### src/rtl/fib_call_stack_ctrl.sv
// Call-stack controller for the fibonacci datapath: frame memory, SP, flags, error FSM.
// Optional high-water-mark tracking is built when FIB_STACK_HWM_EN is defined.
module fib_call_stack_ctrl #(
    parameter  int DATA_W = 8,
    parameter  int DEPTH  = 16,
    localparam int ADDR_W = $clog2(DEPTH)
) (
    input  logic              clk,
    input  logic              rst,
    input  logic              clear,
    input  logic              push,
    input  logic              pop,
    input  logic              tos,
    input  logic [1:0]        c_in,
    input  logic [DATA_W-1:0] d_in,
    output logic [1:0]        c_out,
    output logic [DATA_W-1:0] d_out,
    output logic              rd_valid,
    output logic              empty,
    output logic              full,
    output logic [ADDR_W:0]   occupancy,
    output logic              overflow,
    output logic              underflow,
    output logic              cmd_err,
    output logic [ADDR_W:0]   hwm
);

    typedef enum logic {S_READY, S_ERROR} state_t;

    localparam logic [ADDR_W:0] LP_FULL = (ADDR_W + 1)'(DEPTH);
    localparam logic [ADDR_W:0] LP_ONE  = (ADDR_W + 1)'(1);

    state_t              r_state;
    state_t              w_state_nxt;
    logic [ADDR_W:0]     r_sp;
    logic [ADDR_W:0]     w_sp_nxt;
    logic [ADDR_W:0]     w_sp_m1;
    logic [DATA_W+1:0]   r_mem [DEPTH];
    logic [DATA_W+1:0]   w_rd_frame;
    logic [1:0]          r_c_out;
    logic [DATA_W-1:0]   r_d_out;
    logic                r_rd_valid;
    logic                r_ovf;
    logic                r_udf;
    logic                r_cerr;
    logic                w_we;
    logic                w_re;
    logic                w_set_ovf;
    logic                w_set_udf;
    logic                w_set_cerr;
    logic                w_empty;
    logic                w_full;
    logic [1:0]          w_ncmd;

    assign w_empty    = (r_sp == '0);
    assign w_full     = (r_sp == LP_FULL);
    assign w_sp_m1    = r_sp - LP_ONE;
    assign w_ncmd     = {1'b0, push} + {1'b0, pop} + {1'b0, tos};
    assign w_rd_frame = r_mem[w_sp_m1[ADDR_W-1:0]];

    always_comb begin
        w_state_nxt = r_state;
        w_sp_nxt    = r_sp;
        w_we        = 1'b0;
        w_re        = 1'b0;
        w_set_ovf   = 1'b0;
        w_set_udf   = 1'b0;
        w_set_cerr  = 1'b0;
        if (r_state == S_READY) begin
            if (w_ncmd > 2'd1) begin
                w_set_cerr  = 1'b1;
                w_state_nxt = S_ERROR;
            end else if (push) begin
                if (w_full) begin
                    w_set_ovf   = 1'b1;
                    w_state_nxt = S_ERROR;
                end else begin
                    w_we     = 1'b1;
                    w_sp_nxt = r_sp + LP_ONE;
                end
            end else if (pop || tos) begin
                if (w_empty) begin
                    w_set_udf   = 1'b1;
                    w_state_nxt = S_ERROR;
                end else begin
                    w_re = 1'b1;
                    if (pop) w_sp_nxt = w_sp_m1;
                end
            end
        end
        // clear overrides whatever command arrived in the same cycle
        if (clear) begin
            w_state_nxt = S_READY;
            w_sp_nxt    = '0;
            w_we        = 1'b0;
            w_re        = 1'b0;
            w_set_ovf   = 1'b0;
            w_set_udf   = 1'b0;
            w_set_cerr  = 1'b0;
        end
    end

    always_ff @(posedge clk or negedge rst) begin
        if (!rst) begin
            r_state    <= S_READY;
            r_sp       <= '0;
            r_rd_valid <= 1'b0;
            r_c_out    <= '0;
            r_d_out    <= '0;
            r_ovf      <= 1'b0;
            r_udf      <= 1'b0;
            r_cerr     <= 1'b0;
        end else begin
            r_state    <= w_state_nxt;
            r_sp       <= w_sp_nxt;
            r_rd_valid <= w_re;
            if (w_re) begin
                r_c_out <= w_rd_frame[DATA_W+1:DATA_W];
                r_d_out <= w_rd_frame[DATA_W-1:0];
            end
            if (clear) begin
                r_ovf  <= 1'b0;
                r_udf  <= 1'b0;
                r_cerr <= 1'b0;
            end else begin
                r_ovf  <= r_ovf  | w_set_ovf;
                r_udf  <= r_udf  | w_set_udf;
                r_cerr <= r_cerr | w_set_cerr;
            end
        end
    end

    // Frame storage is deliberately left unreset
    always_ff @(posedge clk) begin
        if (w_we) r_mem[r_sp[ADDR_W-1:0]] <= {c_in, d_in};
    end

`ifdef FIB_STACK_HWM_EN
    logic [ADDR_W:0] r_hwm;
    always_ff @(posedge clk or negedge rst) begin
        if (!rst)                   r_hwm <= '0;
        else if (clear)             r_hwm <= '0;
        else if (w_sp_nxt > r_hwm)  r_hwm <= w_sp_nxt;
    end
    assign hwm = r_hwm;
`else
    assign hwm = '0;
`endif

    assign c_out     = r_c_out;
    assign d_out     = r_d_out;
    assign rd_valid  = r_rd_valid;
    assign empty     = w_empty;
    assign full      = w_full;
    assign occupancy = r_sp;
    assign overflow  = r_ovf;
    assign underflow = r_udf;
    assign cmd_err   = r_cerr;

endmodule

### config.mk
export PLATFORM = sky130hd
export DESIGN_NAME = fib_call_stack_ctrl
export DESIGN_NICKNAME = d
export VERILOG_FILES = /design/src/rtl/fib_call_stack_ctrl.sv
export SDC_FILE = /design/constraint.sdc
export NUM_CORES = 1
export LEC_CHECK = 0
export ABC_AREA = 1
export BUFFER_PORTS_ARGS = -buffer_cell sky130_fd_sc_hd__buf_2
export CAP_MARGIN = 5
export CORE_MARGIN = 10
export CORE_UTILIZATION = 50
export CTS_BUF_LIST = sky130_fd_sc_hd__clkbuf_16
export DETAILED_ROUTE_END_ITERATION = 8
export PLACE_DENSITY = 0.7
export SLEW_MARGIN = 20
export SYNTH_ARGS = -nofsm -noshare
export SYNTH_HDL_FRONTEND = slang
export SYNTH_SLANG_ARGS = --single-unit
### constraint.sdc
create_clock -name clk -period 2.5 [get_ports clk]
set_clock_uncertainty 0.1 [all_clocks]
set_input_delay 0.125 -clock clk [delete_from_list [all_inputs] [get_ports clk]]
set_output_delay 0.125 -clock clk [all_outputs]
set_load 0.02 [all_outputs]
After elaboration in Yosys (flattened, before gate mapping)
Memory sizes are Yosys's and may differ from the RTL's. A register that Yosys moved wholly into a read port is not among the register bits.
Cells that the tools add are included.

cells by class
  bitwise logic cells = 3
  $add $sub $neg = 4
  reductions and logical operators = 6
  $lt $le $gt $ge = 1
  equal/unequal tests = 5
  multiplexer cells = 42

operators by type and width
  operator                                                        number
  two-way mux 5 bit                                               8
  two-way mux 1 bit                                               34
  != test 3 bit (second input constant)                           2
  AND reduction 6 bit                                             1
  nonzero test 3 bit                                              2
  adder 5 x 1 -> 5 bit (second input constant)                    1
  == test 5 bit (second input constant)                           1
  logical NOT 5 bit                                               1
  subtractor 5 x 1 -> 5 bit (second input constant)               1
  != test 2 bit (second input constant)                           2
  bitwise OR 1 bit                                                3
  adder 1 x 1 -> 2 bit                                            1
  adder 2 x 1 -> 2 bit                                            1
  greater-than comparator 2 x 1 -> 1 bit (second input constant)  1
  logical NOT 1 bit                                               1
  logical OR 1 bit                                                1

word-level totals
  input port bits = 16
  bits in writable memories = 160
  logic and storage cells = 68
  register bits = 10
  memories = 1

memory list
  memory  depth  bits a word  read ports  clocked after Yosys merged registers in  write ports  RTL line  source
  r_mem   16     10           1           1                                        1            38        logic [DATA_W+1:0] r_mem [DEPTH];

Longest topological paths before layout
  depth after elaboration = 9
  depth in mapped cells = 13
  mapped depth without buffers = 11

Worst setup path after synthesis
OpenSTA, ideal clock, no wires.

  kind = reg2reg
  start point = register r_sp[0] (netlist: occupancy[0])
  end point = memory r_mem[15][0] (netlist name), enable pin
  stages on the path, launching flop included = 8
  arrival = 2.463 ns
  setup slack = -0.467 ns
  clock period less this slack = 2.967 ns
  path buffers = 2
  path through = dfrtp_1 -> inv_2 -> buf_2 -> buf_2 -> ha_1 -> nand3_2 -> nor2_4 -> nor4_1

between the ends
  longest elaborated chain between the ends = 8

ends and longest elaborated chain
  element                                  RTL line  source
  start, declared                          35        logic [ADDR_W:0] r_sp;
  start signal, assigned                   115       r_sp <= w_sp_nxt;
  == test 5 bit                            56        assign w_full = (r_sp == LP_FULL);
  via full                                 20        output logic full,
  two-way mux 1 bit                        74        if (w_full) begin
  two-way mux 1 bit                        73        end else if (push) begin
  two-way mux 1 bit                        70        if (w_ncmd > 2'd1) begin
  two-way mux 1 bit                        69        if (r_state == S_READY) begin
  two-way mux 1 bit                        92        if (clear) begin
  two-way mux 1 bit                        135       if (w_we) r_mem[r_sp[ADDR_W-1:0]] <= {c_in, d_in};
  two-way mux 1 bit (implied by the code)  135
  end, declared                            38

The timed path passes the listed nets, and every way through them passes these cells.

Worst setup path in the final report
  start point = register r_sp[0] (netlist: occupancy[0])
  end point = memory r_mem[5][2] (netlist name), enable pin

between the ends
  longest elaborated chain between the ends = 8

ends and longest elaborated chain
  element                                  RTL line
  == test 5 bit                            56
  two-way mux 1 bit                        74
  two-way mux 1 bit                        73
  two-way mux 1 bit                        70
  two-way mux 1 bit                        69
  two-way mux 1 bit                        92
  two-way mux 1 bit                        135
  two-way mux 1 bit (implied by the code)  135

Parallel ways exist; a longest one is shown, timed or not.

==> impl_metrics.env <==
export IMPL_grt_pass1_wl_mm=29.90
export IMPL_outcome="completed"
export IMPL_synthTopCellsByCount="nand2_1, edfxtp_1, inv_1, nand3_1, nor2_1"
export IMPL_coreArea_um2=15830
export IMPL_worstPathRequired_ps=2540
export IMPL_yosysWarningCount=0
export IMPL_drcViolationCount=0
export IMPL_diodes=0
export IMPL_drive_gt1_frac=0.1239
export IMPL_post_cts_resized=0
export IMPL_synth_area_per_cell_um2=9.799
export IMPL_tns_ps=0
export IMPL_clk_path_buf_depth=2
export IMPL_vias_per_cell=5.131
export IMPL_fin_util=0.5793
export IMPL_maxCapViolCount=0
export IMPL_yosys_cell_count_top_type="nand2_1"
export IMPL_dieWidth_um=147.1
export IMPL_cts_sinks=180
export IMPL_hold_ws_ps=17.03
export IMPL_use_met3=0.04208
export IMPL_synthArstFlopShare=0.1111
export IMPL_powerDensity_nw_per_um2=875.6
export IMPL_critPathLaunchType="flop"
export IMPL_dieArea_um2=21630
export IMPL_cts_tree="yes"
export IMPL_p_leak_nw=4.137
export IMPL_cp_max_fo=76
export IMPL_cts_hold_buf=2
export IMPL_clk_latency_ps=430
export IMPL_relSlewSlack=0.3648
export IMPL_portBuffers=36
export IMPL_totalPowerFinal_mw=8.028
export IMPL_start_util=0.5101
export IMPL_max_freq_mhz=434.2
export IMPL_grtUsageMet2=0.2705
export IMPL_detail_route_antenna_nets=0
export IMPL_grt_overflow=0
export IMPL_synth_area_leaders="edfxtp_1, nand2_1, nand3_1, inv_1, dfrtp_1"
export IMPL_grtUsageTotal=0.1803
export IMPL_grt_start_max_net_pins=77
export IMPL_grt_pass1_vias=5269
export IMPL_end_kind="flop"
export IMPL_ys_types=28
export IMPL_wl_mm=19.33
export IMPL_wire_per_inst_um=17.51
export IMPL_synth_seq_cells=180
export IMPL_die_height_um=147.1
export IMPL_dr_total_vias=5665
export IMPL_area_growth_pct=13.56
export IMPL_synth_edf_count=160
export IMPL_syn_inst=824
export IMPL_irDropWorstVdd_v=0.0005503
export IMPL_min_period_over_period=0.9212
export IMPL_nFillCells=1332
export IMPL_drt_initial_drc_count=544
export IMPL_io_pins=42
export IMPL_critPathKind="reg2reg"
export IMPL_ys_flop_type="edfxtp_1"
export IMPL_finalNetCount=896
export IMPL_cts_buffers=17
export IMPL_hp_class="in2reg"
export IMPL_rsz0062_at_grt="no"
export IMPL_drt_pass1_iter_count=5
export IMPL_hpwl_mm=12.51
export IMPL_period_needed_ps=2303
export IMPL_yosysSeqAreaShare=0.6571
export IMPL_grt_antenna_before_repair=0
export IMPL_htree_levels=4
export IMPL_placementRows=46
export IMPL_syn_cell_area_um2=8074
export IMPL_finalSetupViolCount=0
export IMPL_clk_pin_slew_ps=70
export IMPL_grt_busiest_layer="met2"
export IMPL_worst_pin_slew_ps=948.2
export IMPL_worstPathArrival_ps=2340
export IMPL_post_cts_buffers=0
export IMPL_finalHoldViolCount=0
export IMPL_final_max_slew_viol_count=0
export IMPL_gp_congestion=0.9618
export IMPL_yosysTopAreaCellShare=0.5951
export IMPL_clockRootBuffer="clkbuf_16"
export IMPL_synth_area_leader_cell="edfxtp_1"
export IMPL_use_met1=0.2351
layout make-up:
cell class	count	area (um2)	area share
clock buffers	17	425.4	0.04640
well taps	216	270.3	0.02948
inverters	145	544.3	0.05936
clock inverters	15	128.9	0.01406
repair buffers	71	460.4	0.05022
multi-input cells	460	2033	0.2218
flip-flops and latches	180	5306	0.5787
stage by stage:
stage          instances  worst slack (ps)  instance area, um2
2_1_floorplan        828            -157.5                8098
3_5_place_dp        1070             228.2                8594
5_1_grt             1104             52.42                9169
4_1_cts             1104             195.3                9169
3_3_place_gp        1070             264.6                8594
6_report            1104             197.0                9169
layout by cell type (no fill, tap or decap), drive strengths merged:
cell,count
a211oi,1
a21o,1
a21oi,3
a31oi,2
buf,69
bufinv,2
clkbuf,17
clkinv,6
clkinvlp,2
conb,5
dfrtp,20
dlygate4sd3,2
edfxtp,160
ha,5
inv,150
nand2,256
nand3,134
nand4,2
nor2,45
nor3,1
nor4,1
o21ai,1
xnor2,2
xor2,1
kinds of logic (layout without fill, tap and decap cells):
kind of cell    count (synthesis)  count (layout)  share of synthesized area
compound gates                  8               8                   0.005888
xor+xnor                        3               3                   0.003255
fa+ha+maj                       5               5                   0.007748
buf+inv                       188             248                    0.09530
flops                         180             180                     0.6571
other cells                     1               5                  0.0004645
simple gates                  439             439                     0.2303
path summary, 6_finish.rpt:
kind / slack (ps) / startpoint / end / cells past startpoint
min reg2reg: 380 / d_out[2]$_DFFE_PN0P_ / d_out[2]$_DFFE_PN0P_ / 2
max reg2reg: 200 / occupancy[0]$_DFFE_PN0P_ / r_mem[5][2]$_DFFE_PP_ / 5
max in group asynchronous: 1890 / rst / occupancy[0]$_DFFE_PN0P_ / 2
max: 200 / occupancy[0]$_DFFE_PN0P_ / r_mem[5][2]$_DFFE_PP_ / 5
min in group asynchronous: 70 / rst / rd_valid$_DFF_PN0_ / 2
min: 20 / tos / r_state$_DFF_PN0_ / 5
registers in the layout, indices dropped and copies added, names as in the netlist:
name       cells
overflow       1
underflow      1
d_out          8
rd_valid       1
r_mem        160
cmd_err        1
occupancy      5
c_out          2
r_state        1
worst max-delay path: stages, from the launching register on:
cell and delay, ps:
dfrtp_2 390, buf_4 650, ha_1 270, nand2_1 200, nor2_1 180, buf_4 210
where the power goes:
group	internal, mW	switching, mW	leakage, nW
logic	0.604	1.44	2.16
registers	3.40	0.0649	1.70
clock network	1.44	1.08	0.284
total	5.44	2.58	4.14
per-layer routing:
layer	share of wire	vias to the layer above
li1	-	2720
met1	0.42	2627
met2	0.46	270
met3	0.085	48
met4	0.039	0
met5	0	-
Power figures use the tool's default switching activity.
